### src/rtl/uart_pkg.sv
// Shared UART definitions: line states, data width and the baud divisor helper.
// Imported by both the TX driver and the baud monitor.
package uart_pkg;

  typedef enum logic [1:0] {
    IDLE  = 2'd0,
    START = 2'd1,
    DATA  = 2'd2,
    STOP  = 2'd3
  } uart_state_t;

  localparam int UART_DATA_BITS = 8;

  // Clocks per bit, rounded to the nearest integer.
  function automatic int uart_divisor(input int clk_mhz, input int baud);
    return (clk_mhz * 1000000 + baud / 2) / baud;
  endfunction

endpackage

### src/rtl/uart_byte_fifo.sv
// Synchronous FIFO with registered occupancy count; push is refused when full,
// pop is ignored when empty. Storage is not reset, only the pointers.
module uart_byte_fifo #(
  parameter  int DEPTH = 16,
  parameter  int WIDTH = 8,
  localparam int CW    = $clog2(DEPTH + 1)
) (
  input  logic             clk,
  input  logic             reset,
  input  logic             push_i,
  input  logic [WIDTH-1:0] wdata_i,
  input  logic             pop_i,
  output logic [WIDTH-1:0] rdata_o,
  output logic             full_o,
  output logic             empty_o,
  output logic [CW-1:0]    count_o
);

  localparam int AW = (DEPTH > 1) ? $clog2(DEPTH) : 1;

  logic [WIDTH-1:0] mem_q [DEPTH];
  logic [AW-1:0]    wptr_q, wptr_d, rptr_q, rptr_d;
  logic [CW-1:0]    count_q, count_d;
  logic             do_push, do_pop;

  assign full_o  = (count_q == CW'(DEPTH));
  assign empty_o = (count_q == '0);
  assign count_o = count_q;
  assign rdata_o = mem_q[rptr_q];

  assign do_push = push_i && !full_o;
  assign do_pop  = pop_i && !empty_o;

  always_comb begin
    wptr_d  = do_push ? wptr_q + AW'(1) : wptr_q;
    rptr_d  = do_pop  ? rptr_q + AW'(1) : rptr_q;
    count_d = count_q + CW'(do_push) - CW'(do_pop);
  end

  always_ff @(posedge clk) begin
    if (!reset) begin
      wptr_q  <= '0;
      rptr_q  <= '0;
      count_q <= '0;
    end else begin
      wptr_q  <= wptr_d;
      rptr_q  <= rptr_d;
      count_q <= count_d;
    end
  end

  always_ff @(posedge clk) begin
    if (do_push) mem_q[wptr_q] <= wdata_i;
  end

endmodule

### src/rtl/uart_tx_driver.sv
// 8N1/8N2 UART transmitter fed from a byte FIFO. The line output is registered;
// frames chain back-to-back with no idle gap while the FIFO has data.
module uart_tx_driver
  import uart_pkg::*;
#(
  parameter int CLK_FREQ_MHZ = 27,
  parameter int BAUD_RATE    = 115200,
  parameter int FIFO_DEPTH   = 16,
  parameter int STOP_BITS    = 1
) (
  input  logic                             clk,
  input  logic                             reset,
  input  logic                             in_valid_i,
  output logic                             in_ready_o,
  input  logic [UART_DATA_BITS-1:0]        in_byte_i,
  output logic                             uart_tx_o,
  output logic                             busy_o,
  output logic                             tx_done_o,
  output logic [$clog2(FIFO_DEPTH+1)-1:0]  fifo_count_o
);

  localparam int DIVISOR = uart_divisor(CLK_FREQ_MHZ, BAUD_RATE);
  localparam int CNT_W   = (DIVISOR > 1) ? $clog2(DIVISOR) : 1;

  localparam logic [1:0] S_IDLE  = IDLE;
  localparam logic [1:0] S_START = START;
  localparam logic [1:0] S_DATA  = DATA;
  localparam logic [1:0] S_STOP  = STOP;

  localparam logic [2:0] LAST_DATA = 3'(UART_DATA_BITS - 1);
  localparam logic [2:0] LAST_STOP = 3'(STOP_BITS - 1);

  if (STOP_BITS != 1 && STOP_BITS != 2) begin : g_bad_stop_bits
    $error("uart_tx_driver: STOP_BITS must be 1 or 2");
  end

  logic [1:0]                state_q, state_d;
  logic [CNT_W-1:0]          cnt_q, cnt_d;
  logic [2:0]                bit_q, bit_d, bit_nxt;
  logic [UART_DATA_BITS-1:0] shift_q, shift_d;
  logic                      tx_q, tx_d;

  logic                      fifo_pop, fifo_full, fifo_empty;
  logic [UART_DATA_BITS-1:0] fifo_head;
  logic                      baud_end;

  uart_byte_fifo #(
    .DEPTH (FIFO_DEPTH),
    .WIDTH (UART_DATA_BITS)
  ) u_fifo (
    .clk     (clk),
    .reset   (reset),
    .push_i  (in_valid_i),
    .wdata_i (in_byte_i),
    .pop_i   (fifo_pop),
    .rdata_o (fifo_head),
    .full_o  (fifo_full),
    .empty_o (fifo_empty),
    .count_o (fifo_count_o)
  );

  assign baud_end = (cnt_q == CNT_W'(DIVISOR - 1));
  assign bit_nxt  = bit_q + 3'd1;

  // bit_q doubles as the stop-bit index while in STOP.
  always_comb begin
    state_d  = state_q;
    cnt_d    = baud_end ? '0 : cnt_q + CNT_W'(1);
    bit_d    = bit_q;
    shift_d  = shift_q;
    tx_d     = tx_q;
    fifo_pop = 1'b0;
    case (state_q)
      S_IDLE: begin
        cnt_d = '0;
        tx_d  = 1'b1;
        if (!fifo_empty) begin
          fifo_pop = 1'b1;
          shift_d  = fifo_head;
          state_d  = S_START;
          tx_d     = 1'b0;
        end
      end
      S_START: begin
        if (baud_end) begin
          state_d = S_DATA;
          bit_d   = '0;
          tx_d    = shift_q[0];
        end
      end
      S_DATA: begin
        if (baud_end) begin
          if (bit_q == LAST_DATA) begin
            state_d = S_STOP;
            bit_d   = '0;
            tx_d    = 1'b1;
          end else begin
            bit_d = bit_nxt;
            tx_d  = shift_q[bit_nxt];
          end
        end
      end
      S_STOP: begin
        if (baud_end) begin
          if (bit_q == LAST_STOP) begin
            bit_d = '0;
            if (!fifo_empty) begin
              fifo_pop = 1'b1;
              shift_d  = fifo_head;
              state_d  = S_START;
              tx_d     = 1'b0;
            end else begin
              state_d = S_IDLE;
            end
          end else begin
            bit_d = bit_nxt;
          end
        end
      end
      default: state_d = S_IDLE;
    endcase
  end

  always_ff @(posedge clk) begin
    if (!reset) begin
      state_q <= S_IDLE;
      cnt_q   <= '0;
      bit_q   <= '0;
      shift_q <= '0;
      tx_q    <= 1'b1;
    end else begin
      state_q <= state_d;
      cnt_q   <= cnt_d;
      bit_q   <= bit_d;
      shift_q <= shift_d;
      tx_q    <= tx_d;
    end
  end

  assign uart_tx_o  = tx_q;
  assign in_ready_o = !fifo_full;
  assign busy_o     = (state_q != S_IDLE) || !fifo_empty;
  assign tx_done_o  = (state_q == S_STOP) && baud_end && (bit_q == LAST_STOP);

endmodule

### config.mk
export PLATFORM = sky130hd
export DESIGN_NAME = uart_tx_driver
export DESIGN_NICKNAME = d
export VERILOG_FILES = /design/src/rtl/uart_pkg.sv /design/src/rtl/uart_byte_fifo.sv /design/src/rtl/uart_tx_driver.sv
export SDC_FILE = /design/constraint.sdc
export NUM_CORES = 1
export LEC_CHECK = 0
export ABC_AREA = 1
export CAP_MARGIN = 40
export CORE_MARGIN = 4
export CORE_UTILIZATION = 40
export DETAILED_ROUTE_END_ITERATION = 16
export PLACE_DENSITY = 0.66
export SLEW_MARGIN = 15
export SYNTH_ARGS = -nofsm -noshare
export SYNTH_HDL_FRONTEND = slang
export SYNTH_SLANG_ARGS = --single-unit
### constraint.sdc
create_clock -name clk -period 3.6 [get_ports clk]
set_input_delay 1.08 -clock clk [delete_from_list [all_inputs] [get_ports clk]]
set_output_delay 1.08 -clock clk [all_outputs]
set_load 0.1 [all_outputs]
* After elaboration in Yosys (flattened, before gate mapping) *
Memory sizes are Yosys's and may differ from the RTL's. A register that Yosys moved wholly into a read port is not among the register bits.
Cells that the tools add are included.

word-level totals
  memory bits (read-only) = 0
  register bits after elaboration = 35
  memory bits (writable) = 128
  logic and storage cells = 84
  bits in latches = 0
  memories = 1
  output and inout bits = 9
  bits of input ports = 11

memories
  memory        words  bits a word  rd ports  clocked after memory_dff  wr ports  line                  RTL
  u_fifo.mem_q  16     8            1         1                         1         uart_byte_fifo.sv:21  logic [WIDTH-1:0] mem_q [DEPTH];

operators by class
  eq/ne operators = 13
  magnitude comparators = 1
  $mul = 0
  reductions and logical operators = 18
  mux-type cells = 36
  divide/modulo/power cells = 0
  bitwise operators = 1
  add/sub/neg operators = 6
  shift operators = 0

operators with widths
  cell                   count
  $mux W8                3
  $pmux W8 S2            1
  $mux W3                5
  $mux W1                14
  $ne A2 B2 Y1 const B   7
  $mux W2                6
  $pmux W3 S3            1
  $add A4 B1 Y4 const B  2
  $add A8 B1 Y8 const B  1
  $eq A8 B8 Y1 const B   1
  $mux W4                2
  $pmux W2 S4            1
  $reduce_and A6 Y1      1
  $add A5 B1 Y5          1
  $eq A5 B5 Y1 const B   1
  $logic_not A5 Y1       1
  $reduce_and A5 Y1      1
  $sub A5 B1 Y5          1
  $eq A2 B2 Y1 const B   2
  $logic_and A1 B1 Y1    4
  $lt A3 B4 Y1 const B   1
  $pmux W1 S4            1
  $reduce_and A4 Y1      1
  $reduce_bool A2 Y1     2
  13 further kinds       14

* Longest topological paths before layout *
  depth in word-level cells = 8
  depth in mapped cells = 16
  depth with buffers taken out = 16

* Modules after synthesis *
Synthesis repeated with hierarchy kept, for this count alone.

unflattened totals
  cell total of the unflattened synthesis = 813
  area, all modules = 7,649.8 um^2

modules (own cells, without submodules)
  module          times used  cells each  area each (um^2)
  uart_byte_fifo  1           651         6,436.2
  uart_tx_driver  1           162         1,213.7

* Worst setup path before layout *
OpenSTA, ideal clock, no wires.

  kind = register -> register
  from = reg u_fifo.count_q[2], in the netlist u_fifo.count_o[2]
  to = reg u_fifo.count_q[4], in the netlist u_fifo.count_o[4]
  buffers on the path = 0
  library setup time = 70 ps
  slack = -48 ps
  data required time = 3,530 ps
  stages on the path, launching flop included = 14
  arrival = 3,578 ps
  cell sequence = dfxtp_1 -> inv_1 -> ha_1 -> nand2_1 -> nor2_2 -> nand2_1 -> nand2_2 -> inv_2 -> ha_1 -> inv_1 -> fa_1 -> o31ai_1 -> o21ai_0 -> a21oi_1

between the ends
  elaborated cells on any way between the ends = 12

RTL lines
  element                 line                  RTL
  start, declared         uart_byte_fifo.sv:23  logic [CW-1:0] count_q, count_d;
  start signal, assigned  uart_byte_fifo.sv:48  count_q <= count_d;
  $eq A5 B5 Y1            uart_byte_fifo.sv:26  assign full_o = (count_q == CW'(DEPTH));
  $logic_not A1 Y1        -
  net in_ready_o          uart_tx_driver.sv:14  output logic in_ready_o,
  $logic_and A1 B1 Y1     uart_byte_fifo.sv:31  assign do_push = push_i && !full_o;
  net u_fifo.do_push      uart_byte_fifo.sv:24  logic do_push, do_pop;
  $add A5 B1 Y5           uart_byte_fifo.sv:37  count_d = count_q + CW'(do_push) - CW'(do_pop);
  $sub A5 B1 Y5           uart_byte_fifo.sv:37

The timed path passes the listed nets, and every way through them passes these cells.
A chain may end at the register's enable or synchronous reset.

* Worst setup path in the final report *
  from = reg bit_q[0]
  to = out tx_done_o

between the ends
  longest elaborated chain between the ends = 2

RTL lines
  element                 line                   RTL
  start, declared         uart_tx_driver.sv:39   logic [2:0] bit_q, bit_d, bit_nxt;
  start signal, assigned  uart_tx_driver.sv:134  bit_q <= bit_d;
  $logic_not A3 Y1        uart_tx_driver.sv:143  assign tx_done_o = (state_q == S_STOP) && baud_end && (bit_q == LAST_STOP);
  $logic_and A1 B1 Y1     uart_tx_driver.sv:143
  end, declared           uart_tx_driver.sv:18   output logic tx_done_o,

Every way passes these cells.

==> metrics.sh <==
POST-LAYOUT-TOTAL-POWER_uW=6350
GRT_FIRST_PASS_WIRELENGTH_UM=25700
SETUP_VIOL=0
VIAS_PER_CELL=4.91
DRT.ANTENNA.VIOLATING_NETS=0
PEAKVDDDROP_mV=0.377
DIE_WIDTH_UM=145
YS_DOMINANT_REG_CELL='sky130_fd_sc_hd__edfxtp_1'
SYNTH_COMPOUND_AREA_SHARE_PCT=3.61
MAIN_COMBINATIONAL_CELL_FAMILY_BY_AREA_AFTER_SYNTHESIS='simple AND/OR/NAND/NOR gates'
GRT_ANTENNA_BEFORE_REPAIR=0
CAP_VIOL_MAX_COUNT=0
SETUP_REPAIR_AFTER_GLOBAL_ROUTING_MISSED_ITS_MARGIN='no'
CTS_HOLD_REPAIR.BUFFERS=0
RATIO_OF_FINAL_MINIMUM_PERIOD_TO_CLOCK_PERIOD_PCT=81.2
CTS_MADE_BUFFERS=17
NETS=847
POST_CTS_RESIZE_COUNT=0
POWER-PER-CELL-AREA_mW_PER_MM2=743
SKEW_PAIR_LATE_INSERTION_DELAY_NS=0.43
OVERFLOW=0
NUMBER_OF_INSTANCES_IN_THE_SYNTHESIZED_NETLIST=790
HTREE_NUM_LEVELS=4
LAYOUT_FILLER_CELL_COUNT=1688
SETUP_CRIT_START_KIND='register'
GRT_PASS1_VIAS=4924
SLEW_VIOL_FINAL=0
YOSYS.AREA.TOP_TYPE='sky130_fd_sc_hd__edfxtp_1'
START_UTIL_PCT=41.3
TRITONCTS_NUM_SINKS=167
CRIT_TYPE='register to primary output'
CRIT_CHAIN='inv_1 -> ha_1 -> inv_1 -> nor2_1 -> nand2_1 -> nor2_1 -> buf_4'
FINAL-SEQ-AREA_MM2=0.00463
POSTLAYOUTCOREUTIL_PCT=46.8
CP_DATA_REQUIRED_TIME_NS=2.52
SYNTH_TOP_AREA_SHARE_PCT=50.9
RUN_STATUS='completed'
WEIGHTED_CONGESTION_REPORTED_AT_THE_END_OF_ROUTABILITY_DRIVEN_PLACEMENT=0.868
WORST_SLEW_PIN_SLEW_NS=0.881
DPL.HPWL_UM=10500
P_LEAK_uW=0.00359
SYNTHXORXNORAREAFRAC_PCT=0.464
LAYOUT-AREA-OVERHEAD-VS-SYNTH_PCT=13.4
WIRELENGTH_UM=15900
CTS.ROOT.BUFFER_CELL='sky130_fd_sc_hd__clkbuf_16'
POST_SYNTH.CELL_AREA_AVG_UM2=9.55
MULTIINPUTGATEAREA_MM2=0.00230
DIE_H_UM=145
DRIVE_ABOVE_1_SHARE_PCT=8.95
SYNTH_EDF_COUNT=128
CRIT_FANOUT=7
CP.ARRIVAL_NS=1.84
HOLDWS_NS=0.466
POST_SYNTHESIS_INSTANCE_AREA_MM2=0.00755
SYNTH_MUX_AREA_SHARE_PCT=0
SYNTH.LIB_CELLS_USED.DISTINCT=37
WORST_HOLD_PATH_TYPE='register to register'
WORSTSETUPENDPOINTTYPE='primary output'
HOLD_VIOL_FINAL=0
SYNTH_FP_NETS=823
DRT_PASS1_ITERATIONS=6
GR-USAGE-ALL-LAYERS_PCT=15.5
DETAILED_PLACE.AREA_MM2=0.00795
SYNTH-SEQ-AREA-SHARE_PCT=61.3
DRC_ERRORS=0
CTS_TREE='built'
POSTCTSSETUPREPAIRBUFS=0
DIE-AREA_MM2=0.0211
POSTSYNTHREGISTERBITS=167
POST_SYNTH_FA_HA_MAJ_AREA_FRACTION_PCT=3.75
CRITICAL_PATH.SLOWEST_CELL='sky130_fd_sc_hd__dfxtp_1'
PORT_BUFFERS=19
SHARE_OF_SYNTHESIZED_CELL_AREA_IN_AND_OR_NAND_AND_NOR_GATES_PCT=22.6
DETAILROUTE.VIA_COUNT=5181
FINALSETUPTNS_NS=0
SYNTHTOPCELLSBYAREA='sky130_fd_sc_hd__edfxtp_1 (51%), sky130_fd_sc_hd__nand2_1 (11%), sky130_fd_sc_hd__dfxtp_1 (10%)'
RELSLEWSLACK_PCT=41.1
CORE_AREA_MM2=0.0183
FIN_WORST_SKEW_NS=0.0148
ACHIEVABLE-FREQUENCY_GHz=0.342
LEADING_CELL_TYPE_IN_THE_LAYOUT_FILL_AND_TAPS_EXCLUDED='sky130_fd_sc_hd__nand2_1'
CLOCK_PIN_TRANSITION_ON_THE_WORST_SETUP_AND_HOLD_TIMING_PATHS_NS=0.06
NUM_IO_PINS=20
DRT_FIRST_ITER_VIOLATIONS=439
FP-ROW-COUNT=49
CLOCK_PATH_BUFFERS=2
LAYOUT_MIN_CYCLE_TIME_NS=2.92
NUM_ANTENNA_CELLS=0
POST_DRT_WL_PER_CELL_UM=15.1
YOSYSWARNINGS=0
LARGEST_NET_DEGREE_AT_THE_START_OF_GLOBAL_ROUTING=65
MAX_STAGE_DELAY_NS=0.36
LAYOUT_COMMON_CELLS='sky130_fd_sc_hd__nand2_1 (215), sky130_fd_sc_hd__edfxtp_1 (128), sky130_fd_sc_hd__inv_1 (116)'
ASYNCSETRESETFLOPFRACSYNTH_PCT=0
FINAL_DESIGN_AREA_NO_FILL_MM2=0.00856
==> layer usage <==
metal / global-route usage (%) / routed length, µm
met3: 3.61 / 777
met4: 5.94 / 331
met5: 0 / 0
met2: 25.7 / 7790
met1: 19.8 / 7000
==> area by class of cell <==
type                            count  share of cell area, %
Clock buffer                       17                   4.97
Clock inverter                     15                   2.08
Inverter                          125                   5.51
Multi-Input combinational cell    472                   26.9
Sequential cell                   167                   54.1
Tap cell                          229                   3.35
Timing Repair Buffer               31                   3.16
==> report_power, final <==
group,internal (µW),total [µW],switching (µW)
registers,2240,2360,126
clock network,1090,1840,746
logic,639,2150,1510
==> Yosys cell counts (all sizes together), types with 2 or more instances <==
cell,instances
nand2,220
edfxtp,128
inv,122
nand3,110
nor2,58
dfxtp,39
a21oi,29
buf,25
ha,21
o21ai,18
clkinv,3
nor3,3
nor3b,2
xnor2,2
xor2,2
==> stage by stage <==
step | setup slack (ns) | instances
2_1_floorplan | 0.258 | 790
3_3_place_gp | 0.591 | 1023
3_5_place_dp | 0.605 | 1024
4_1_cts | 0.640 | 1056
5_1_grt | 0.549 | 1056
6_report | 0.678 | 1056
==> state kept, by name, indices dropped and copies added (netlist names), named ones only <==
register	count
u_fifo.mem_q	128
cnt_q	8
u_fifo.wptr_q	4
u_fifo.count_o	5
uart_tx_o	1
state_q	2
shift_q	8
bit_q	3
u_fifo.rptr_q	4
==> worst max-delay path, delay by kind of cell, from the launching register on <==
family	cells	cell delay (ns)
flip-flops	1	0.36
buffers and inverters	3	0.54
AND/OR/NAND/NOR	3	0.35
adder cells (fa/ha/maj)	1	0.18
==> cell families (layout without fill, tap and decap cells) <==
group           after synthesis  count (layout)
simple gates                396             396
flops                       167             167
buf+inv                     151             188
compound gates               50              50
fa+ha+maj                    22              22
xor+xnor                      4               4
==> worst paths after layout <==
kind                         start                           end  slack [ns]  cells past startpoint
min reg2reg    cnt_q[0]$_SDFF_PP0_           cnt_q[0]$_SDFF_PP0_        0.47                      1
max          bit_q[0]$_SDFFE_PN0P_                     tx_done_o        0.68                      7
min            cnt_q[0]$_SDFF_PP0_           cnt_q[0]$_SDFF_PP0_        0.47                      1
max reg2reg  bit_q[0]$_SDFFE_PN0P_  u_fifo.count_o[4]$_SDFF_PN0_        0.80                     16
(Power assumes the default switching activity.)
